--- config.mk ---
export PLATFORM = sky130hd
export DESIGN_NAME = pulse_sync_sched
export DESIGN_NICKNAME = d
export VERILOG_FILES = /design/src/rtl/pulse_sync_sched_pkg.sv /design/src/rtl/pulse_sync_sched_rr_arb.sv /design/src/rtl/pulse_sync_sched.sv
export SDC_FILE = /design/constraint.sdc
export NUM_CORES = 1
export LEC_CHECK = 0
export ABC_AREA = 1
export BUFFER_PORTS_ARGS = -buffer_cell sky130_fd_sc_hd__buf_4
export CAP_MARGIN = 20
export CORE_ASPECT_RATIO = 1.4
export CORE_UTILIZATION = 55
export DETAILED_ROUTE_END_ITERATION = 16
export GPL_ROUTABILITY_DRIVEN = 0
export PLACE_DENSITY_LB_ADDON = 0.08
export SETUP_SLACK_MARGIN = 0.05
export SYNTH_ARGS = -nofsm -noshare
export SYNTH_HDL_FRONTEND = slang
export SYNTH_HIERARCHICAL = 1
export SYNTH_SLANG_ARGS = --single-unit
--- constraint.sdc ---
create_clock -name clk -period 4.2 [get_ports clk]
set_clock_uncertainty 0.1 [all_clocks]
set_input_delay 0.42 -clock clk [delete_from_list [all_inputs] [get_ports clk]]
set_output_delay 0.42 -clock clk [all_outputs]
set_load 0.02 [all_outputs]
--- src/rtl/pulse_sync_sched_pkg.sv ---
// Shared types and width helpers for the pulse synchronizer scheduler.
// Pure declarations: no latency, no flow control.
package pulse_sync_sched_pkg;

    typedef enum logic [1:0] {
        IDLE     = 2'd0,
        ISSUE    = 2'd1,
        WAIT_ACK = 2'd2,
        GAP      = 2'd3
    } state_t;

    // Bits needed to count 0..n-1, never less than one.
    function automatic int unsigned clog2w(input int unsigned n);
        return (n <= 2) ? 1 : $clog2(n);
    endfunction

    // One counter is shared by the timeout and guard phases, so it is sized for the larger.
    function automatic int unsigned cnt_width(input int unsigned tmo, input int unsigned gap);
        return clog2w((tmo > gap) ? tmo : gap);
    endfunction

    localparam int unsigned DEF_TMO  = 64;
    localparam int unsigned DEF_GAP  = 6;
    localparam int unsigned DEF_CNTW = cnt_width(DEF_TMO, DEF_GAP);

endpackage

--- src/rtl/pulse_sync_sched_rr_arb.sv ---
// Combinational round-robin pick of the first set pend bit at or above ptr, wrapping.
// Latency: zero cycles; backpressure: none, the caller decides whether to take the grant.
module rr_arb
    import pulse_sync_sched_pkg::*;
#(
    parameter int pN   = 4,
    parameter int pIDW = 2
) (
    input  logic [pN-1:0]   pend,
    input  logic [pIDW-1:0] ptr,
    output logic            vld,
    output logic [pIDW-1:0] idx
);

    function automatic logic [pIDW-1:0] cand_of(input logic [pIDW-1:0] p, input int k);
        int j;
        j = int'(p) + k;
        if (j >= pN) j = j - pN;
        return pIDW'(j);
    endfunction

    // Scan from the far end so the candidate closest to ptr is written last and wins.
    always_comb begin
        vld = 1'b0;
        idx = '0;
        for (int k = pN - 1; k >= 0; k--) begin
            if (pend[cand_of(ptr, k)]) begin
                vld = 1'b1;
                idx = cand_of(ptr, k);
            end
        end
    end

endmodule

--- src/rtl/pulse_sync_sched.sv ---
// Shares one pulse synchronizer among pN requesters: latch, round-robin grant, pulse, await ack/timeout, guard gap.
// Latency: req to src_pls is 2 cycles when idle; backpressure: repeat events on a pending requester coalesce into drop_cnt.
module pulse_sync_sched
    import pulse_sync_sched_pkg::*;
#(
    parameter int pN    = 4,
    parameter int pIDW  = 2,
    parameter int pGAP  = 6,
    parameter int pTMO  = 64,
    parameter int pCNTW = 8
) (
    input  logic             clk,
    input  logic             rst,
    input  logic             en,
    input  logic [pN-1:0]    req,
    input  logic             ack_pls,
    input  logic             drop_clr,
    output logic             src_pls,
    output logic [pIDW-1:0]  evt_id,
    output logic [pN-1:0]    pend,
    output logic             busy,
    output logic             tmo_err,
    output logic [pCNTW-1:0] drop_cnt
);

    localparam int unsigned     CNTW      = cnt_width(pTMO, pGAP);
    localparam logic [CNTW-1:0] TMO_LAST  = CNTW'(pTMO - 1);
    localparam logic [CNTW-1:0] GAP_LAST  = CNTW'(pGAP - 1);
    localparam state_t          AFTER_ACK = (pGAP == 0) ? IDLE : GAP;
    localparam int unsigned     DROP_MAX  = (1 << pCNTW) - 1;

    state_t            state, state_nxt;
    logic [CNTW-1:0]   cnt, cnt_nxt;
    logic [pIDW-1:0]   ptr;
    logic              arb_vld;
    logic [pIDW-1:0]   arb_idx;
    logic              grant;
    logic              tmo_hit;
    logic [pN-1:0]     clr;
    logic [pN-1:0]     drop;
    logic [pN-1:0]     pend_nxt;
    int unsigned       n_drop;
    int unsigned       drop_sum;
    logic [pCNTW-1:0]  drop_cnt_nxt;

    rr_arb #(
        .pN   (pN),
        .pIDW (pIDW)
    ) u_arb (
        .pend (pend),
        .ptr  (ptr),
        .vld  (arb_vld),
        .idx  (arb_idx)
    );

    always_comb begin
        state_nxt = state;
        cnt_nxt   = cnt;
        grant     = 1'b0;
        tmo_hit   = 1'b0;
        unique case (state)
            IDLE: begin
                if (en && arb_vld) begin
                    grant     = 1'b1;
                    state_nxt = ISSUE;
                end
            end
            ISSUE: begin
                state_nxt = WAIT_ACK;
                cnt_nxt   = '0;
            end
            WAIT_ACK: begin
                // An ack on the last timeout cycle takes priority over the timeout.
                if (ack_pls) begin
                    state_nxt = AFTER_ACK;
                    cnt_nxt   = '0;
                end else if (cnt == TMO_LAST) begin
                    tmo_hit   = 1'b1;
                    state_nxt = AFTER_ACK;
                    cnt_nxt   = '0;
                end else begin
                    cnt_nxt = cnt + 1'b1;
                end
            end
            GAP: begin
                if (cnt == GAP_LAST) begin
                    state_nxt = IDLE;
                    cnt_nxt   = '0;
                end else begin
                    cnt_nxt = cnt + 1'b1;
                end
            end
            default: state_nxt = IDLE;
        endcase
    end

    // A request landing on the grant cycle of the same requester is a fresh event, not a drop.
    always_comb begin
        clr      = grant ? (pN'(1) << arb_idx) : '0;
        drop     = req & pend & ~clr;
        pend_nxt = req | (pend & ~clr);
        n_drop   = 0;
        for (int i = 0; i < pN; i++) begin
            n_drop = n_drop + 32'(drop[i]);
        end
        drop_sum     = 32'(drop_cnt) + n_drop;
        drop_cnt_nxt = (drop_sum > DROP_MAX) ? pCNTW'(DROP_MAX) : pCNTW'(drop_sum);
    end

    always_ff @(posedge clk) begin
        if (rst) begin
            state    <= IDLE;
            cnt      <= '0;
            pend     <= '0;
            ptr      <= '0;
            src_pls  <= 1'b0;
            evt_id   <= '0;
            busy     <= 1'b0;
            tmo_err  <= 1'b0;
            drop_cnt <= '0;
        end else begin
            state    <= state_nxt;
            cnt      <= cnt_nxt;
            pend     <= pend_nxt;
            src_pls  <= (state_nxt == ISSUE);
            busy     <= (state_nxt != IDLE);
            tmo_err  <= tmo_hit;
            drop_cnt <= drop_clr ? '0 : drop_cnt_nxt;
            if (grant) begin
                evt_id <= arb_idx;
                ptr    <= (arb_idx == pIDW'(pN - 1)) ? '0 : arb_idx + 1'b1;
            end
        end
    end

endmodule
# Yosys cells after proc, flatten, opt, wreduce, memory -nomap -nowiden
# Cells that the tools add are included.
word_totals:
  output_inout_bits: 17
  input_bits: 9
  wordCells: 86
  ff_bits: 27
op_classes:
  shift: 1
  mux: 35
  n_addsub: 13
  n_bitwise: 6
  order_cmp: 9
  reduce_logical: 6
  eq_ne: 7
ops:
  columns: ["cell", "count"]
  rows:
  - ["$mux W2", 13]
  - ["$mux W6", 3]
  - ["$pmux W6 S3", 1]
  - ["$and A4 B4 Y4", 3]
  - ["$lt A2 B3 Y1 const B", 4]
  - ["$mux W1", 11]
  - ["$add A8 B4 Y9", 1]
  - ["$ge A3 B3 Y1 const B", 3]
  - ["$gt A9 B8 Y1 const B", 1]
  - ["$bmux W1 S2", 4]
  - ["$mux W8", 1]
  - ["$pmux W2 S4", 1]
  - ["$sub A2 B1 Y2 const B", 4]
  - ["$add A2 B2 Y3 const B", 2]
  - ["$add A6 B1 Y6 const B", 1]
  - ["$eq A2 B2 Y1 const B", 3]
  - ["$eq A6 B3 Y1 const B", 1]
  - ["$eq A6 B6 Y1 const B", 1]
  - ["$add A3 B1 Y4", 1]
  - ["$eq A2 B1 Y1 const B", 2]
  - ["$mux W4", 1]
  - ["$not A4 Y4", 1]
  - ["$or A4 B4 Y4", 1]
  - ["$shl A1 B2 Y4 const A", 1]
  - ["other kinds (12)", 12]

# Logic depth before layout (Yosys ltp)
# Gate-level depths: netlist of the first run.
logic_depth:
  word_depth: 21
  mapped_depth: 24
  ltp_nobuf: 24

# Cells and area by module
# The synthesis of the first run kept the hierarchy.
by_module_without_submodules:
  columns: ["mod", "area_each_um2", "instances", "cells_per_inst", "seq_area_each_um2"]
  rows:
  - ["pulse_sync_sched", 1380.1, 1, 184, 540.5]
  - ["rr_arb", 212.7, 1, 46, 0.0]

# Least setup slack after synthesis of the first run
# OpenSTA, ideal clock, no wires.
synth_path:
  path_kind: "register to register"
  from: "register pend[2]"
  to: "register drop_cnt[3]"
  setup_time_ns: 0.070
  arrival_ns: 3.346
  n_path_buf: 0
  slack_ns: 0.684
  stages_incl_launch_ff: 22
  required_ns: 4.030
  path_cell_list: "dfxtp_1 -> inv_1 -> nand2_1 -> and2_4 -> nand2_2 -> nand2_1 -> inv_1 -> a21boi_1 -> inv_1 -> ha_1 -> nand2_1 -> nand3_1 -> fa_1 -> fa_1 -> inv_1 -> fa_1 -> nand2_1 -> nor2_2 -> nand3_2 -> nor2_4 -> nand2_4 -> a21oi_1"
synth_between:
  elab_cells_between_ends: 30
synth_lines:
  columns: ["element", "line", "source"]
  rows:
  - ["start, declared", "pulse_sync_sched.sv:20", "output logic [pN-1:0] pend,"]
  - ["start signal, assigned", "pulse_sync_sched.sv:124", "pend <= pend_nxt;"]
  - ["$bmux W1 S2", "pulse_sync_sched_rr_arb.sv:27", "if (pend[cand_of(ptr, k)]) begin"]
  - ["$mux W1 (not written as such)", "pulse_sync_sched_rr_arb.sv:27", null]
  - ["$mux W2 (3 in a row)", "pulse_sync_sched_rr_arb.sv:27", null]
  - ["$mux W2 *", "pulse_sync_sched_rr_arb.sv:27", null]
  - ["via arb_idx[1]", "pulse_sync_sched.sv:36", "logic [pIDW-1:0] arb_idx;"]
  - ["$shl A1 B2 Y4 *", "pulse_sync_sched.sv:99", "clr = grant ? (pN'(1) << arb_idx) : '0;"]
  - ["$mux W4 *", "pulse_sync_sched.sv:99", null]
  - ["$not A4 Y4 *", "pulse_sync_sched.sv:100", "drop = req & pend & ~clr;"]
  - ["$and A4 B4 Y4 *", "pulse_sync_sched.sv:100", null]
  - ["$add A1 B1 Y2", "pulse_sync_sched.sv:104", "n_drop = n_drop + 32'(drop[i]);"]
  - ["$add A2 B1 Y3", "pulse_sync_sched.sv:104", null]
  - ["$add A3 B1 Y4 *", "pulse_sync_sched.sv:104", null]
  - ["$add A8 B4 Y9 *", "pulse_sync_sched.sv:106", "drop_sum = 32'(drop_cnt) + n_drop;"]
  - ["$gt A9 B8 Y1", "pulse_sync_sched.sv:107", "drop_cnt_nxt = (drop_sum > DROP_MAX) ? pCNTW'(DROP_MAX) : pCNTW'(drop_sum);"]
  - ["$mux W8 *", "pulse_sync_sched.sv:107", null]
  - ["end signal, assigned", "pulse_sync_sched.sv:128", "drop_cnt <= drop_clr ? '0 : drop_cnt_nxt;"]
  - ["end, declared", "pulse_sync_sched.sv:23", "output logic [pCNTW-1:0] drop_cnt"]
# Mark *: on every way through the listed nets, which the timed path passes. The rest lies on a longest branch. The select of a mux whose other input is x is not followed.
# A chain may end at the register's enable or synchronous reset.

# Worst setup path in the final report of the first run
layout_path:
  from: "register ptr[0]"
  to: "register drop_cnt[3]"
layout_between:
  elab_cells_between_ends: 44
layout_lines:
  columns: ["element", "line", "source"]
  rows:
  - ["start, declared", "pulse_sync_sched.sv:34", "logic [pIDW-1:0] ptr;"]
  - ["start signal, assigned", "pulse_sync_sched.sv:131", "ptr <= (arb_idx == pIDW'(pN - 1)) ? '0 : arb_idx + 1'b1;"]
  - ["$add A2 B2 Y3", "pulse_sync_sched_rr_arb.sv:17", "j = int'(p) + k;"]
  - ["$ge A3 B3 Y1 / $sub A2 B1 Y2 (equally long branches)", "pulse_sync_sched_rr_arb.sv:18", "if (j >= pN) j = j - pN;"]
  - ["$mux W2", "pulse_sync_sched_rr_arb.sv:18", null]
  - ["$bmux W1 S2", "pulse_sync_sched_rr_arb.sv:27", null]
  - ["$mux W1 (not written as such)", "pulse_sync_sched_rr_arb.sv:27", null]
  - ["$mux W2 (3 in a row)", "pulse_sync_sched_rr_arb.sv:27", null]
  - ["$mux W2 *", "pulse_sync_sched_rr_arb.sv:27", null]
  - ["via arb_idx[1]", "pulse_sync_sched.sv:36", null]
  - ["(+2 left out)", null, null]
  - ["$not A4 Y4 *", "pulse_sync_sched.sv:100", null]
  - ["$and A4 B4 Y4 *", "pulse_sync_sched.sv:100", null]
  - ["$add A1 B1 Y2", "pulse_sync_sched.sv:104", null]
  - ["$add A2 B1 Y3", "pulse_sync_sched.sv:104", null]
  - ["$add A3 B1 Y4 *", "pulse_sync_sched.sv:104", null]
  - ["$add A8 B4 Y9 *", "pulse_sync_sched.sv:106", null]
  - ["$gt A9 B8 Y1", "pulse_sync_sched.sv:107", null]
  - ["$mux W8 *", "pulse_sync_sched.sv:107", null]
# Marks and branches as above.

==> results.md, run 1 <==
- Status: finished clean
- Post-synth top area share: 33.94%
- Placed cells: 289
- Global Route met1 Usage: approximately 29%
- R2R Setup Slk: 0.40 ns
- R2r startpoint: ptr[0]
- Syn Nets: about 250
- Cells on worst reg2reg path: 21
- Largest family of logic cells by synthesized area: simple AND/OR/NAND/NOR gates
- Rel. slew slack: 82.25%
- Mean Syn Cell Area: a little under 7 um2
- Num rows: 22
- Slew of the pin with the lowest slew margin: 0.2659 ns
- Top Ports: 26
- Die Wd: 47.48 um
- Detailed Routing Iterations Pass 1: 4
- DR vias: 1,484
- Max incr delay on CP: roughly 0.5 ns
- Initial antenna violation count: 0
- Post-Synth Simple-Gate Area: 34.41%
- Mux share of post-synthesis cell area: 0%
- Clock insertion delay at the later pin of the skew report: 0.32 ns
- Synth area leaders: dfxtp_1 34%, nand2_1 14%, inv_1 7.5%, nand3_1 5.7%, ha_1 5.5%
- CP Data Required Time: 4.36 ns
- Final hold viol count: 0
- Post-synth cell types: 30
- Die H: ~66 um
- WL final: 3353 um
- Vias in the first global route: 1,384
- CTS tree: yes
- Detailed Place HPWL: 2636 um
- # H-tree levels: 1
- P_leak: 0.8984 nW
- Post-Synthesis Cell Area: 0.001593 mm2
- Total track usage: between 20% and 30%
- Min Tclk post-route: 3.801 ns
- Core ar.: 0.002698 mm2
- First-pass GRT wire length: 5782 um
- Final Cycle Share: between 90 and 100%
- # nets final: 277
- FF-to-FF End: drop_cnt[3]
- Post-synth EDFFs: 0
- DRC: 0
- Peak VDD IR: 0.2562 mV
- FF+latch count, synth: 27
- Critical path endpoint category: flip-flop
- Synth Warn #: 6
- Num CTS Buffers: 3
- Global route total overflow: 0
- Violation count after the first detailed-route iteration: 38
- Worst Setup EP: drop_cnt[3]
- Maximum fanout along the worst path: 12
- ANT nets after route: 0
- Met3 GRT Util: 3.571%
- Adder-cell share of the synthesized area: under 10%
- Port Buffers: 25
- Hold buffers post-CTS: 0
- Most frequent cell after synthesis: nand2_1
- Synth Area in Compound Gates: 10.68%
- Filler cell count: 269
- HP Class: in -> reg
- Setup_tns: 0 ns
- Seq/Total Area, Yosys: 33.94%
- Worst endpoint data arrival time: 3.96 ns
- Fraction of layout cells with a size suffix above 1: 18.29%
- Worst-path clk slew: 0.14 ns
- ANT cells: 0
- CTS Sinks: 27
- Busiest layer in global routing: met2
- Fin cells: 293
- CP max-delay cell: fa_1
- Met2 usage: between 40 and 50%
- Worst Setup Start Kind: flip-flop
- Cells after synthesis: 230
- Synthesis-to-finish area growth: 15.40%
- Async set or reset register ratio after synthesis: 0%
- RSZ-0062 raised after global routing: no
- Primary FF master, synth: dfxtp_1
- Beginning of the critical path: ptr[0]
- Final Setup Violations: 0
- Slew Limit Fails: 0
- Largest net degree at the start of global routing: 15
- Root buffer cell: clkbuf_4
- CP Cell Sequence: inv_1 -> nand2_1 -> and2_4 -> nand2_2 -> nand2_1 -> inv_1 -> a21boi_1 -> inv_1 -> ha_1 -> nand2_1 -> nand3_1 -> fa_1 -> fa_1 -> inv_1 -> fa_1 -> nand2_1 -> nor2_2 -> nand3_2 -> nor2_4 -> nand2_4 -> a21oi_1
- CTS max path bufs: 2
- Synth cell count leaders: 60 x nand2_1, 32 x inv_1, 27 x dfxtp_1
- Initial Utilization: 59.04%
- Wire length per cell: 11.44 um
- Dominant cell type by area after synthesis: dfxtp_1
- Kind of critical path: reg -> reg
- Fmax: about 260 MHz
- XOR/XNOR Fraction of Synth Area: 2.200%
- Vias/cell: 5.065
- Total Die Area: 0.003118 mm2
- Power per cell area: 483.6 mW/mm2
- Maxcap violations: 0
==> routing by layer <==
metal  vias up  share of wire, %
met5         -                 0
li1        779                 -
met1       674                44
met2        25                52
met4         0               1.5
met3         6               2.1
==> cells by family (layout without fill, tap and decap cells) <==
group	Yosys count	after routing
adders and majority gates	10	10
and+or+nand+nor	120	120
buffers and inverters	38	65
AOI/OAI and AO/OA	31	31
xor gates and xnor gates	4	4
DFF	27	27
==> how the worst min path moves through the flow <==
stage,startpoint,endpoint,slack (ns),cells after the start
2_1_floorplan,cnt[5],cnt[5],0.38,2
3_3_place_gp,evt_id[0],evt_id[0],0.38,2
3_5_place_dp,evt_id[0],evt_id[0],0.39,2
4_1_cts,req[1],pend[1],0.20,3
5_1_grt,req[1],pend[1],0.23,3
6_report,req[1],pend[1],0.21,3
==> cell type report <==
type / instances / area (um2) / share of cell area (%)
clock buffer: 4 / 26.28 / 1.430
inverter: 36 / 136.4 / 7.420
multi-input combinational: 165 / 900.9 / 49.01
sequential: 27 / 541.8 / 29.48
tap: 36 / 45.04 / 2.451
timing repair buffer: 25 / 187.7 / 10.21
==> layout by cell type, fill, tap and decap left out <==
cell	synthesis	routed
nand3_2	2	2
nand2_2	4	4
inv_1	32	32
nand3_1	18	18
a21boi_1	1	1
or2_1	1	1
nor2_4	2	2
o21ai_1	1	1
dfxtp_2	0	1
a21oi_1	16	16
o21ai_0	8	8
and2_4	1	1
xnor2_1	2	2
inv_2	3	3
buf_4	0	25
clkbuf_4	0	3
fa_1	3	3
clkinv_2	1	1
nor2_1	22	22
nor2_2	2	2
o21ai_2	2	2
a22oi_1	1	1
nor3_1	2	2
a31oi_1	2	2
ha_1	7	7
xor2_1	2	2
clkbuf_1	1	1
nand2_4	1	1
dfxtp_1	27	26
nand2_1	60	60
nand4_1	3	3
nand3b_1	2	2
==> flip-flops by register name, indices dropped and copies added, names as in the netlist <==
register / count
busy: 1
cnt: 6
drop_cnt: 8
evt_id: 2
pend: 4
ptr: 2
src_pls: 1
state: 2
tmo_err: 1
==> power breakdown <==
part	switching [mW]	total [mW]	internal, mW
Clock	0.0756	0.113	0.0372
Sequential	0.0476	0.342	0.295
Combinational	0.273	0.434	0.161
Total	0.397	0.889	0.492
==> critical path: cells and delay by family (launching register included) <==
family | cells | cell delay [ns]
AOI/OAI and AO/OA | 2 | 0.40
buffers and inverters | 4 | 0.38
DFF | 1 | 0.47
and+or+nand+nor | 11 | 1.05
adders and majority gates | 4 | 1.35
==> timing repair <==
action,CTS,global route
setup endpoints to repair,0,7
gates resized for setup,0,1
setup buffers,0,0
==> metrics by stage <==
stage               area [um2]  setup slack [ns]  total power, mW  hold WS [ns]  utilization, %
floorplan                 1593            0.6841           0.6670        0.3769               -
detailed placement        1810            0.2856           0.7792        0.3863           67.12
global placement          1810            0.3697           0.7680        0.3829           67.12
global route              1838            0.1002           0.9730        0.2298           68.14
finish                    1838            0.3990           0.8889        0.2058           68.14
CTS                       1837            0.2356           0.8905        0.2028           68.09
Power figures use the tool's default switching activity.
==> inputs of run 2 (changes only) <==
--- a/config.mk
+++ b/config.mk
@@ -5,7 +5,6 @@
 export SDC_FILE = /design/constraint.sdc
 export NUM_CORES = 1
 export LEC_CHECK = 0
-export ABC_AREA = 1
 export BUFFER_PORTS_ARGS = -buffer_cell sky130_fd_sc_hd__buf_4
 export CAP_MARGIN = 20
 export CORE_ASPECT_RATIO = 1.4
@@ -13,6 +12,7 @@
 export DETAILED_ROUTE_END_ITERATION = 16
 export GPL_ROUTABILITY_DRIVEN = 0
 export PLACE_DENSITY_LB_ADDON = 0.08
+export REMOVE_ABC_BUFFERS = 1
 export SETUP_SLACK_MARGIN = 0.05
 export SYNTH_ARGS = -nofsm -noshare
 export SYNTH_HDL_FRONTEND = slang
==> run 2 against run 1 <==
Against the previous run: largest cell class unchanged; synthesized cell count is 27% lower; power shrank 42%; highest routed layer unchanged; setup slack improved by 0.13 ns; via count is 16% lower; wire length is 9.6% lower; count of clock-buffer cells in the layout unchanged; global-route usage down 0.96 points; die area decreased by 6.0%; combinational power fell by 73%.
==> results.md, run 2 <==
- Switch share: 30.19%
- Util after Layout: about two thirds
- Leading cell type in the layout, fill and taps excluded: dfxtp_1
- WL final: slightly above 3000 um
- Worst hold path startpoint: req[2]
- Initial Utilization: between 50% and 60%
- Hold buffers post-CTS: 0
- Hold path depth: 3
- Most frequent cell after synthesis: dfxtp_1
- Top Registers: drop_cnt x8, cnt x6, pend x4
- Kind of critical path: reg -> reg
- CP Cell Sequence: nand2b_1 -> a21oi_1 -> a211oi_2 -> inv_1 -> ha_1 -> a21boi_2 -> nand2_1 -> fa_1 -> fa_1 -> inv_1 -> fa_1 -> and4_1 -> nand3_1 -> a21oi_1
- CTS tree: yes
- Worst Path Buf+Inv: 2
- CTS max path bufs: 2
- Num CTS Buffers: 3
- Area after DPL: 0.001699 mm2
- Total Die Area: 0.002931 mm2
- Placed cells: 223
- Rel. slew slack: 72.21%
- HP Class: in -> reg
- Setup_tns: 0 ns
- Wire length per cell: ~13 um
- R2R Setup Slk: 0.53 ns
- Multi-input logic area: 892.1 um2
- FF-to-FF End: drop_cnt[0]
- Final hold viol count: 0
- DR vias: 1,248
- Slew Limit Fails: 0
- Cell family with most CP delay: adder cells
- Final Cycle Share: 87.45%
- Global route total overflow: 0
- Global Route met1 Usage: around 29%
- Detailed Routing Iterations Pass 1: 4
- Clock insertion delay at the later pin of the skew report: between 0.3 and 0.4 ns
- Fin cells: 227
- Die H: ~64 um
- Post-synth cell types: 45
- Number of flip-flops in the largest register: 8
- Maximum fanout along the worst path: 6
- CP max-delay cell: fa_1
- Hold Path Sink: pend[2]
- Largest register by flop count: drop_cnt
- Async set or reset register ratio after synthesis: 0%
- Max incr delay on CP: slightly below 0.5 ns
- Vias/cell: 5.498
- Busiest layer in global routing: met2
- Largest net degree at the start of global routing: 18
- Worst Setup Start Kind: flip-flop
- Top Ports: 26
- Cells after synthesis: 167
- Post-synth top area share: 36.18%
- Initial antenna violation count: 0
- Synth Warn #: 6
- Final Setup Violations: 0
- Critical path endpoint category: flip-flop
- Status: finished clean
- Worst endpoint data arrival time: ~3.8 ns
- First-pass GRT wire length: 5313 um
- Most frequent CP cell: fa_1
- Power per cell area: ~300 mW/mm2
- Met2 usage: a little over two fifths
- Min Tclk post-route: 3.673 ns
- CTS Sinks: 27
- FF+latch count, synth: 27
- Most frequent cells in the layout: 27 x dfxtp_1, 25 x buf_4, 21 x nand2_1
- Pwr Total: 0.5130 mW
- Cell-internal power: 0.3582 mW
- Final instance area: 0.001725 mm2
- Cells on worst reg2reg path: 14
- Fraction of layout cells with a size suffix above 1: 23.04%
- Num rows: 22
- Met3 GRT Util: under 10%
- Part of the power in registers: 55.9%
- Vias in the first global route: 1,223
- Post-Synthesis Cell Area: 0.001494 mm2
- Mean Syn Cell Area: 8.946 um2
- ANT cells: 0
- RSZ-0062 raised after global routing: no
- Primary FF master, synth: dfxtp_1
- Filler cell count: 247
- Clock share of power: 21.2%
- Root buffer cell: clkbuf_4
- CTS resizes: 0
- DRC: 0
- Slew of the pin with the lowest slew margin: around 0.42 ns
- Peak VDD IR: 0.2101 mV
- Dominant cell type by area after synthesis: dfxtp_1
- Synth cell count leaders: 27 x dfxtp_1, 21 x nand2_1, 19 x nor2_1
- Seq/Total Area, Yosys: 36.18%
- Synth area leaders: dfxtp_1 36%, ha_1 5.9%, a21oi_1 5.4%, nand2_1 5.3%, nor2_1 4.8%
- Core ar.: 0.002587 mm2
- Total track usage: 24.15%
- Fmax: ~270 MHz
- Port Buffers: 25
- # H-tree levels: 1
- CP Data Required Time: 4.36 ns
- # nets final: roughly 210
- Reg area: roughly 540 um2
- Maxcap violations: 0
- P_leak: 0.6994 nW
- Post-CTS Setup Bufs: 0
- Detailed Place HPWL: between 2000 and 2500 um
- ANT nets after route: 0
- Violation count after the first detailed-route iteration: 54
- Sw power: 0.1549 mW
- Synthesis-to-finish area growth: 15.49%
- Post-synth EDFFs: 0
- Worst-path clk slew: between 0.1 and 0.15 ns
- Combinational share of power: between 20% and 30%
- Die Wd: 46.05 um
- R2r startpoint: ptr[1]
run 2: power groups by stage:
stage,combinational [mW],sequential [mW],clock [mW]
5_1_grt,0.131,0.289,0.127
3_3_place_gp,0.113,0.291,0
6_report,0.117,0.287,0.109
3_5_place_dp,0.117,0.292,0
4_1_cts,0.117,0.287,0.113
2_1_floorplan,0.0699,0.299,0
run 2: logic make-up after synthesis:
family,count (synthesis),share of synthesized area (%)
AOI/OAI and AO/OA,39,18.93
xor gates and xnor gates,4,2.345
adders and majority gates,10,9.883
buffers and inverters,14,4.103
DFF,27,36.18
muxes,2,1.340
and+or+nand+nor,71,27.22
run 2: worst register-to-register path: cells and delay by family (launching register included):
family | cells | cell delay [ns]
fa+ha+maj | 4 | 1.41
compound gates | 4 | 0.80
simple gates | 4 | 0.69
flops | 1 | 0.44
buf+inv | 2 | 0.20
run 2: final cells by class:
class	count	area share [%]
Clock buffer	4	1.523
Sequential cell	27	31.33
Inverter	9	1.958
Multi-Input combinational cell	126	51.70
Tap cell	36	2.611
Timing Repair Buffer	25	10.88
run 2: worst max-delay path by stage:
stage,startpoint,end,cells after the start
after floorplan,pend[3],drop_cnt[0],13
after global placement,pend[3],drop_cnt[0],13
after detailed placement,ptr[1],drop_cnt[0],14
after CTS,ptr[1],drop_cnt[0],14
after global routing,ptr[1],drop_cnt[0],14
final,ptr[1],drop_cnt[0],14
run 2: per-stage QoR:
stage	setup WS [ns]	hold slack, ns
2_1_floorplan	0.8340	0.3558
3_3_place_gp	0.7869	0.3468
3_5_place_dp	0.6051	0.3553
4_1_cts	0.5378	0.2133
5_1_grt	0.2016	0.1954
6_report	0.5269	0.2207
run 2: layer usage:
| metal | vias up | routed length (um) |
|---|---|---|
| met1 | 586 | 1336 |
| met4 | 0 | 23 |
| met3 | 2 | 85 |
| met5 | - | 0 |
| li1 | 633 | - |
| met2 | 27 | 1587 |
==> inputs of run 3 (changes only) <==
--- a/config.mk
+++ b/config.mk
@@ -5,10 +5,11 @@
 export SDC_FILE = /design/constraint.sdc
 export NUM_CORES = 1
 export LEC_CHECK = 0
+export ABC_CLOCK_PERIOD_IN_PS = 3400
 export BUFFER_PORTS_ARGS = -buffer_cell sky130_fd_sc_hd__buf_4
 export CAP_MARGIN = 20
 export CORE_ASPECT_RATIO = 1.4
-export CORE_UTILIZATION = 55
+export CORE_UTILIZATION = 40
 export DETAILED_ROUTE_END_ITERATION = 16
 export GPL_ROUTABILITY_DRIVEN = 0
 export PLACE_DENSITY_LB_ADDON = 0.08
==> constraint.sdc (replaced) <==
create_clock -name clk -period 3.4 [get_ports clk]
set_clock_uncertainty 0.1 [all_clocks]
set_input_delay 0.34 -clock clk [delete_from_list [all_inputs] [get_ports clk]]
set_output_delay 0.34 -clock clk [all_outputs]
set_load 0.02 [all_outputs]
==> run 3 against run 2 <==
Against the previous run: combinational power increased by 44%; worst hold slack got worse by 0.030 ns; design area up 8.0%; flip-flop and latch count did not move; global-route usage shrank 8.0 points; count of clock-buffer cells in the layout is 1 lower; non-clock buffer count grew 7; clock power increased by 65%; wire length is 0.92% higher; setup slack lost 0.33 ns; sequential power is 22% higher; sequential share of layout area fell by 1.6 points; largest cell class unchanged; largest power group unchanged.
==> results.md, run 3 (synthesis results as in run 2) <==
- Status: finished clean
- Leading cell type in the layout, fill and taps excluded: buf_4
- RSZ-0062 raised after global routing: no
- Final Setup Violations: 0
- Total Die Area: roughly 0.004 mm2
- Slew Limit Fails: 0
- Filler cell count: 325
- Top Registers: drop_cnt x8, cnt x6, pend x4
- Fraction of layout cells with a size suffix above 1: 33.33%
- Final hold viol count: 0
- DR vias: 1,259
- Worst Path Buf+Inv: 2
- Wire length per cell: 12.86 um
- Cell family with most CP delay: adder cells
- Hold path depth: 3
- Number of flip-flops in the largest register: 8
- HP Class: in -> reg
- CP Data Required Time: 3.50 ns
- Hold Slack: 0.1902 ns
- DRC: 0
- Fmax: 312.6 MHz
- Cell count along the critical path: 14
- CP max-delay cell: fa_1
- # H-tree levels: 1
- Most frequent CP cell: fa_2
- Num CTS Buffers: 3
- Core ar.: 0.003472 mm2
- Most frequent cells in the layout: 31 x buf_4, 23 x dfxtp_1, 21 x nand2_1
- Power per cell area: ~370 mW/mm2
- CP Cell Sequence: nor3b_2 -> a211oi_2 -> nor2_1 -> buf_4 -> ha_2 -> a21boi_2 -> nand2_1 -> fa_1 -> fa_2 -> inv_2 -> fa_2 -> and4_4 -> and4b_1 -> nor3_1
- Largest register by flop count: drop_cnt
- Peak VDD IR: about 0.24 mV
- Final Cycle Share: 94.09%
- Violation count after the first detailed-route iteration: 34
- Pwr Total: 0.6965 mW
- Slew of the pin with the lowest slew margin: 0.3733 ns
- Detailed Routing Iterations Pass 1: 4
- Worst-path clk slew: about 0.09 ns
- Port Buffers: 25
- P_leak: approximately 0.75 nW
- Initial antenna violation count: 0
- ANT nets after route: 0
- # nets final: 218
- Util after Layout: between 50% and 60%
- Die Wd: 53.65 um
- CTS Sinks: 27
- Clock insertion delay at the later pin of the skew report: 0.27 ns
- Die H: 74.31 um
- Critical path endpoint category: flip-flop
- Min Tclk post-route: 3.199 ns
- Maxcap violations: 0
- Detailed Place HPWL: 2162 um
- Rel. slew slack: 74.92%
- Root buffer cell: clkbuf_8
- Setup_tns: 0 ns
- Vias in the first global route: between 1,000 and 1,500
- Cells on worst reg2reg path: 14
- Worst Setup Start Kind: flip-flop
- ANT cells: 0
- Reg area: about 550 um2
- WL final: 3060 um
- CTS tree: yes
- Total track usage: 16.13%
- Hold buffers post-CTS: 0
- CTS max path bufs: 2
- Top Ports: 26
- Largest net degree at the start of global routing: 18
- First-pass GRT wire length: 4809 um
- Initial Utilization: 43.03%
- Synthesis-to-finish area growth: 24.71%
- Vias/cell: around 5.3
- Global route total overflow: 0
- Multi-input logic area: around 940 um2
- Kind of critical path: reg -> reg
- Maximum fanout along the worst path: 5
- Max incr delay on CP: 0.52 ns
- Worst endpoint data arrival time: about 3.3 ns
- Num rows: 25
[run 3: worst reg2reg max path: cells and delay by family, from the launching register on]
family	cells	cell delay, ns
buffers and inverters	2	0.20
DFF	1	0.37
adders and majority gates	4	1.26
AOI/OAI and AO/OA	2	0.37
and+or+nand+nor	6	0.85
[run 3: area by class of cell]
cell class	instances	share of cell area, %
tap	40	2.686
multi-input combinational	126	50.23
timing repair buffer	32	13.10
clock buffer	3	2.216
inverter	9	1.813
sequential	27	29.68
clock inverter	1	0.2686
[run 3: metrics by stage]
step	setup WS [ns]	instance area, um2	cells
2_1_floorplan	0.03403	1466	162
3_3_place_gp	0.09967	1734	231
3_5_place_dp	0.0006368	1734	231
4_1_cts	0.1020	1793	236
5_1_grt	0.04631	1863	238
6_report	0.2009	1863	238
[run 3: per-layer routing]
layer	global-route usage (%)	vias to the layer above	share of wire, %
li1	-	642	-
met1	20.88	590	45
met2	26.11	23	51
met3	2.454	4	2.6
met4	7.018	0	1.1
met5	0	-	0
[run 3: final timing paths]
check        startpoint           to  slack (ns)
max reg2reg      ptr[0]  drop_cnt[6]        0.20
max              ptr[0]  drop_cnt[6]        0.20
min              req[0]      pend[0]        0.19
min reg2reg   evt_id[0]    evt_id[0]        0.36
[run 3: repair_timing]
action | 4_1_cts | 5_1_grt
buffers inserted | 1 | 2
pin swaps | 1 | 8
resized for setup | 1 | 18
setup endpoints to repair | 6 | 8
[run 3: where the power goes]
group	internal [mW]	total, mW	switching, mW
Sequential	0.333	0.349	0.0160
Clock	0.0821	0.180	0.0977
Combinational	0.0763	0.168	0.0915
